<file path="config.mk">
export PLATFORM = sky130hd
export DESIGN_NAME = debug_console
export DESIGN_NICKNAME = d
export VERILOG_FILES = /design/src/rtl/debug_console.sv
export SDC_FILE = /design/constraint.sdc
export NUM_CORES = 1
export LEC_CHECK = 0
export CELL_PAD_IN_SITES_DETAIL_PLACEMENT = 2
export CELL_PAD_IN_SITES_GLOBAL_PLACEMENT = 2
export CORE_MARGIN = 10
export CORE_UTILIZATION = 35
export DETAILED_ROUTE_END_ITERATION = 10
export PLACE_DENSITY_LB_ADDON = 0.1
export REMOVE_ABC_BUFFERS = 1
export SLEW_MARGIN = 5
export SYNTH_ARGS = -nofsm -noshare
export SYNTH_HDL_FRONTEND = slang
export SYNTH_SLANG_ARGS = --single-unit
export TNS_END_PERCENT = 5
</file>
<file path="constraint.sdc">
create_clock -name clk -period 3.9 [get_ports clk]
set_clock_uncertainty 0.1 [all_clocks]
set_input_delay 0.78 -clock clk [delete_from_list [all_inputs] [get_ports clk]]
set_output_delay 0.78 -clock clk [all_outputs]
set_load 0.02 [all_outputs]
</file>
<file path="src/rtl/debug_console.sv">
// Character console: register writes feed a FIFO drained on a valid/ready byte port; HALT drains then stops.
// Optional macro DEBUG_CONSOLE_SIM_PRINT_EN adds simulation-only echo of characters and $finish on halt.
module debug_console #(
  parameter int DATA_W = 8,
  parameter int DEPTH  = 16,
  parameter int CNT_W  = 16
) (
  input  logic              clk,
  input  logic              rst,
  input  logic              wr_en,
  input  logic [1:0]        wr_addr,
  input  logic [31:0]       wr_data,
  input  logic              rd_en,
  input  logic [1:0]        rd_addr,
  output logic [31:0]       rd_data,
  output logic              out_valid,
  input  logic              out_ready,
  output logic [DATA_W-1:0] out_data,
  output logic              halted,
  output logic [CNT_W-1:0]  char_count
);

  localparam int AW = $clog2(DEPTH);
  localparam int LW = AW + 1;

  localparam logic [1:0] ST_RUN    = 2'd0;
  localparam logic [1:0] ST_DRAIN  = 2'd1;
  localparam logic [1:0] ST_HALTED = 2'd2;

  logic [DATA_W-1:0] mem [DEPTH];
  logic [AW-1:0]     wr_ptr;
  logic [AW-1:0]     rd_ptr;
  logic [LW-1:0]     level;
  logic              overflow;
  logic              enable;
  logic [1:0]        state;

  logic        empty;
  logic        full;
  logic        pop;
  logic        push_req;
  logic        do_push;
  logic        ctrl_wr;
  logic        clear;
  logic [31:0] status;
  logic [31:0] rd_value;
  logic [31:0] unused_wr;

  assign unused_wr = wr_data;

  assign empty     = (level == '0);
  assign full      = (level == LW'(DEPTH));
  assign out_valid = !empty && (enable || state == ST_DRAIN);
  assign out_data  = mem[rd_ptr];
  assign halted    = (state == ST_HALTED);
  assign pop       = out_valid && out_ready;
  assign push_req  = wr_en && wr_addr == 2'd0 && state == ST_RUN;
  // A full FIFO still accepts a push when the head leaves in the same cycle.
  assign do_push   = push_req && (!full || pop);
  assign ctrl_wr   = wr_en && wr_addr == 2'd1;
  assign clear     = ctrl_wr && wr_data[1];

  assign status = {16'(char_count), 8'(level), 3'b000, enable, halted, overflow, full, empty};

  always_comb begin
    rd_value = '0;
    case (rd_addr)
      2'd1:    rd_value = {31'b0, enable};
      2'd3:    rd_value = status;
      default: rd_value = '0;
    endcase
  end

  always_ff @(posedge clk) begin
    if (do_push) mem[wr_ptr] <= wr_data[DATA_W-1:0];
  end

  always_ff @(posedge clk) begin
    if (rst) begin
      wr_ptr     <= '0;
      rd_ptr     <= '0;
      level      <= '0;
      overflow   <= 1'b0;
      enable     <= 1'b1;
      state      <= ST_RUN;
      rd_data    <= '0;
      char_count <= '0;
    end else begin
      // Clear overrides any concurrent pop, but the handshake is still counted below.
      if (clear) begin
        wr_ptr   <= '0;
        rd_ptr   <= '0;
        level    <= '0;
        overflow <= 1'b0;
      end else begin
        if (do_push) wr_ptr <= wr_ptr + 1'b1;
        if (pop)     rd_ptr <= rd_ptr + 1'b1;
        if (do_push && !pop)      level <= level + 1'b1;
        else if (!do_push && pop) level <= level - 1'b1;
        if (push_req && full && !pop) overflow <= 1'b1;
      end

      if (ctrl_wr) enable <= wr_data[0];
      if (pop)     char_count <= char_count + CNT_W'(1);
      if (rd_en)   rd_data <= rd_value;

      case (state)
        ST_RUN:    if (wr_en && wr_addr == 2'd2) state <= ST_DRAIN;
        ST_DRAIN:  if (empty) state <= ST_HALTED;
        ST_HALTED: state <= ST_HALTED;
        default:   state <= ST_RUN;
      endcase
    end
  end

`ifdef DEBUG_CONSOLE_SIM_PRINT_EN
  always @(posedge clk) begin
    if (!rst && pop) $write("%c", out_data);
    if (!rst && state == ST_DRAIN && empty) begin
      $display("console halted, %0d chars", char_count);
      $finish;
    end
  end
`else
  // Synthesizable build: no simulation side effects.
`endif

endmodule

</file>
# Word-level counts from Yosys, hierarchy flattened
# Memories as Yosys holds them, arrays and structs flattened. A register that Yosys moved wholly into a read port is not among the register bits.
# Cells that the tools add are included.
[word_totals]
inputBits = 41
ram_bits = 128
register_bits = 65
mem_count = 1
[memory_table]
columns = ["name", "words", "word_bits", "rd", "rd_clocked_by_memory_dff", "wr", "line_no", "text"]
rows = [
  ["mem", 16, 8, 1, 1, 1, "30", "logic [DATA_W-1:0] mem [DEPTH];"],
]
[op_classes]
n_mux = 10
n_reduce_logical = 24
eq_ne = 9
addsub = 5
[op_table]
columns = ["op", "n"]
rows = [
  ["32-bit one-hot mux with 2 select lines", 1],
  ["16-bit by 1-bit adder with 16-bit output, second input constant", 1],
  ["1-bit logical AND", 12],
  ["5-bit 2-to-1 mux", 2],
  ["4-bit by 1-bit adder with 4-bit output, second input constant", 2],
  ["4-bit 2-to-1 mux", 2],
  ["2-bit by 1-bit equality test with 1-bit output, second input constant", 3],
  ["2-bit equality test, second input constant", 3],
  ["2-bit one-hot mux with 3 select lines", 1],
  ["5-bit by 1-bit adder with 5-bit output, second input constant", 1],
  ["5-bit equality test, second input constant", 1],
  ["5-bit zero test", 1],
  ["5-bit by 1-bit subtractor with 5-bit output, second input constant", 1],
  ["1-bit zero test", 4],
  ["2-bit zero test", 2],
  ["2-bit 2-to-1 mux", 2],
  ["1-bit logical OR", 2],
  ["1-bit 2-to-1 mux", 2],
  ["2-bit by 1-bit inequality test with 1-bit output, second input constant", 1],
  ["2-bit inequality test, second input constant", 1],
  ["2-bit AND reduction", 1],
  ["2-bit nonzero test", 1],
  ["2-bit OR reduction", 1],
]

# Longest topological paths before layout
[logic_depth]
word_depth = 10
ltp_mapped = 14

# Worst setup path after synthesis
# No wires, ideal clock.
[synth_timing]
path_kind = "in2reg"
start = "input port out_ready"
end = "register level[4]"
setup_time_ns = 0.121
arrival_time_ns = 2.857
t_required_ns = 3.679
path_slack_ns = 0.823
path_buffers = 3
cell_stages = 12
path_cell_list = "o21a_1 -> buf_2 -> o31a_1 -> buf_6 -> buf_6 -> ha_1 -> inv_1 -> ha_1 -> a21oi_1 -> a211oi_1 -> a31oi_1 -> mux2_2"
[synth_via]
elab_chain_cells = 6
[synth_lines]
columns = ["item", "line_no", "text"]
rows = [
  ["from (decl)", "17", "input logic out_ready,"],
  ["1-bit logical AND *", "56", "assign pop = out_valid && out_ready;"],
  ["1-bit logical OR *", "59", "assign do_push = push_req && (!full || pop);"],
  ["1-bit logical AND *", "59", ""],
  ["net do_push", "42", "logic do_push;"],
  ["1-bit zero test", "99", "else if (!do_push && pop) level <= level - 1'b1;"],
  ["1-bit logical AND", "99", ""],
  ["2-bit nonzero test (no source line)", "n/a", ""],
  ["to (signal assigned)", "98", "if (do_push && !pop) level <= level + 1'b1;"],
  ["to (signal assigned)", "99", ""],
  ["to (decl)", "33", "logic [LW-1:0] level;"],
]
# Mark *: on every way through the listed nets, which the timed path passes. The rest lies on a longest branch.
# A chain may end at the register's enable or synchronous reset.

==> results by group <==
Power
  – Worst IR drop on VDD: 0.278 mV
  – Clk pwr share: 35.5%
  – Combinational power share: 19.3%
  – Sw Ratio: 28.3%
  – Pwr dens: 544 nW/µm²
  – Int Power: 3.62 mW
  – Pleak: 3.09 nW
  – Sequential power share: 45.3%
  – NetSw: 1.43 mW

Logic synthesis
  – Netlist cell types: 54
  – Synth top area share: 49.8%
  – Post-synthesis cell count: 520
  – Synth Cell Area: 7710 µm²
  – Post-synth EDFFs: 128
  – Post-synthesis sequential area ratio: 66.2%
  – Ys flop type: edfxtp_1
  – Synth Warn #: 0
  – Leading area contributor after synthesis: edfxtp_1
  – Synth top area cells: edfxtp_1, dfxtp_1, mux4_2
  – Syn Area/Cell: 14.8 µm²
  – Synthesis-stage register bit count: 191
  – Post-synthesis async set-or-reset flop share: 0%

Cells and area
  – Layout cells sized above 1: 14.3%
  – Design area: 9280 µm²
  – Antenna Cells: 0
  – Final Non-Filler Cells: 881
  – Syn-to-layout area delta: 20.2%
  – Post-layout util: 42.6%
  – Final nets: 644

STA
  – FMAX: 0.275 GHz
  – RSZ-0062 raised after global routing: no
  – Tmin final: 3.64 ns
  – Final hold vios: 0
  – Setup_tns: 0 ns
  – Final setup fails: 0
  – Final worst slack: 0.260 ns
  – Final period util: 93.3%
  – Max transition margin: 28.0%
  – Slew at the pin closest to its max-slew limit: 1.08 ns
  – Slew Viols, Final: 0

Floorplanning
  – I/O pins: 99
  – Die area: 28,400 µm²
  – Initial core utilization: 35.5%
  – Placeable Area: 21,800 µm²
  – Rows: 54
  – Die height: 168 µm
  – Die X: 168 µm

Routing
  – Routed len/inst: 22.4 µm
  – Post-Route WL: 19,800 µm
  – Via count: 4,596
  – Starting DRT DRC Count: 320
  – Via/cell ratio: 5.22
  – Pre-antenna DRT Iters: 4
  – Remaining DRCs: 0
  – Routed Antenna Nets: 0

CTS
  – Post-CTS resize count: 0
  – Clock transition at path regs: 0.07 ns
  – Clock Sinks: 191
  – H-tree depth: 4
  – Root buffer cell: clkbuf_16
  – Post-CTS setup buffer count: 0
  – Clock buffers created by TritonCTS: 17
  – Clock Tree Buf Depth: 2
  – Clock Latency Late Sink: 0.44 ns
  – CTS hold repair buffers: 0
  – CTS tree: built

Place
  – Cell Area, Placed: 8680 µm²
  – Pre-CTS setup slack: 0.416 ns
  – RD Place Congestion: 0.737
  – Detailed Place HPWL: 13,600 µm
  – Cells after DPL: 849
  – PortBufs: 68

Global route
  – Tot GR Track Use: 14.2%
  – Grt ovf: 0
  – First-pass GRT wire length: 31,200 µm
  – Largest net degree at the start of global routing: 33
  – Vias in the first global route: 5,217
  – Antenna violations before repair: 0

Critical path
  – CP Launch Type: flip-flop
  – FF-to-FF setup slack: 0.80 ns
  – CP top delay family: buffers and inverters
  – Crit path buf inv count: 2
  – Crit path cell chain: buf_12 -> mux4_2 -> a22oi_1 -> nand2_1 -> clkdlybuf4s50_1
  – CP required: 3.02 ns
  – Maximum fanout along the worst path: 16
  – Worst Setup End Kind: output pin
  – Setup CP Type: flip-flop to output pin
  – Critical Path Max Stage Delay: 0.55 ns
  – CP arrival: 2.76 ns
  – Slowest-stage cell, CP: dfxtp_2

Hold path
  – Worst min path class: flip-flop to flip-flop

Run status
  – Status: completed

Job
  – Max-cap violation count: 0
cells in the final DEF, fill, tap and decap left out, types with 3 or more instances in the layout:
cell             netlist  final
and2_1                 3      3
nand3_1                4      4
inv_8                  0      3
clkinvlp_4             0      3
mux4_2                32     32
and3_1                17     17
inv_1                 10     10
nor2_1                53     53
clkdlybuf4s50_1        0     67
conb_1                 1      6
nand4_1                5      5
mux2i_1                6      6
o21ai_0                8      8
dfxtp_1               63     62
xor2_1                10     10
nand2_1               17     17
a22oi_1               40     40
buf_4                  6     11
nor2b_1                5      5
or3_1                  6      6
a21oi_1               14     14
nor3_1                 3      3
o211ai_1               5      5
edfxtp_1             128    128
inv_6                  0      4
or4_1                  3      3
o31ai_1                7      7
clkbuf_16              0     17
ha_1                  14     14
power groups by stage:
stage               Combinational, mW  Sequential (mW)  Clock (mW)
floorplan                       0.576             2.38           0
global placement                0.968             2.33           0
detailed placement              0.995             2.34           0
CTS                              1.00             2.29        1.84
global route                     1.07             2.30        1.92
finish                          0.973             2.29        1.79
metrics by stage:
stage	power, mW	hold WS, ns
detailed placement	3.33	0.388
floorplan	2.95	0.337
global route	5.30	0.453
CTS	5.13	0.419
finish	5.05	0.408
global placement	3.30	0.375
flip-flops by register name (all words and copies together), names as in the netlist, named ones only:
register    flops
mem           128
rd_data        26
char_count     16
level           5
rd_ptr          4
wr_ptr          4
state           2
enable          1
overflow        1
cell usage after synthesis, types with 2 or more instances:
| master | number |
|---|---|
| or3_1 | 6 |
| ha_1 | 14 |
| nand2_1 | 17 |
| and3_1 | 17 |
| nor2_1 | 53 |
| or4_1 | 3 |
| o211ai_1 | 5 |
| and4_1 | 2 |
| nor2b_1 | 5 |
| dfxtp_1 | 63 |
| nand3_1 | 4 |
| a31oi_1 | 2 |
| or2_2 | 2 |
| nand4_1 | 5 |
| nor3_1 | 3 |
| o31ai_1 | 7 |
| buf_1 | 3 |
| buf_6 | 3 |
| a22oi_1 | 40 |
| o21ai_0 | 8 |
| clkbuf_1 | 19 |
| inv_1 | 10 |
| edfxtp_1 | 128 |
| xnor2_1 | 2 |
| and2_1 | 3 |
| a21oi_1 | 14 |
| mux2i_1 | 6 |
| buf_4 | 6 |
| buf_2 | 5 |
| mux4_2 | 32 |
| xor2_1 | 10 |
cell families after synthesis:
group,after synthesis,share of synthesized area [%]
buffers and inverters,47,2.95
other,1,0.0486
XOR/XNOR,12,1.36
flip-flops,191,66.2
AO/OA/AOI/OAI,88,8.32
multiplexers,40,10.4
adder cells (fa/ha/maj),15,2.53
AND/OR/NAND/NOR,126,8.19
layout make-up:
cell class / instances / area, µm²
Fill cell: 2110 / 12500
Multi-Input combinational cell: 287 / 2400
Sequential cell: 191 / 5110
Clock inverter: 15 / 174
Timing Repair Buffer: 80 / 778
Tap cell: 280 / 350
Inverter: 11 / 41.3
Clock buffer: 17 / 425
layer usage:
metal / track usage, % / share of wire [%] / vias to the layer above
met1: 16.6 / 42 / 2381
li1: - / - / 2125
met3: 3.94 / 4.7 / 14
met2: 24.8 / 52 / 76
met4: 4.58 / 1.1 / 0
met5: 0 / 0 / -
path summary, 6_finish.rpt:
check / from / end / depth (start not counted)
setup / recovery: flip-flop / out_data[3] / 5
hold / removal: rd_data[1] / rd_data[1] / 2
setup reg to reg: level[0] / level[4] / 9
hold reg to reg: rd_data[1] / rd_data[1] / 2
worst min-delay path, delay by kind of cell, from the launching register on:
kind | cells | cell delay, ns
flops | 1 | 0.34
compound gates | 1 | 0.06
simple gates | 1 | 0.08
Note: power is estimated with default switching activity, not from simulation.
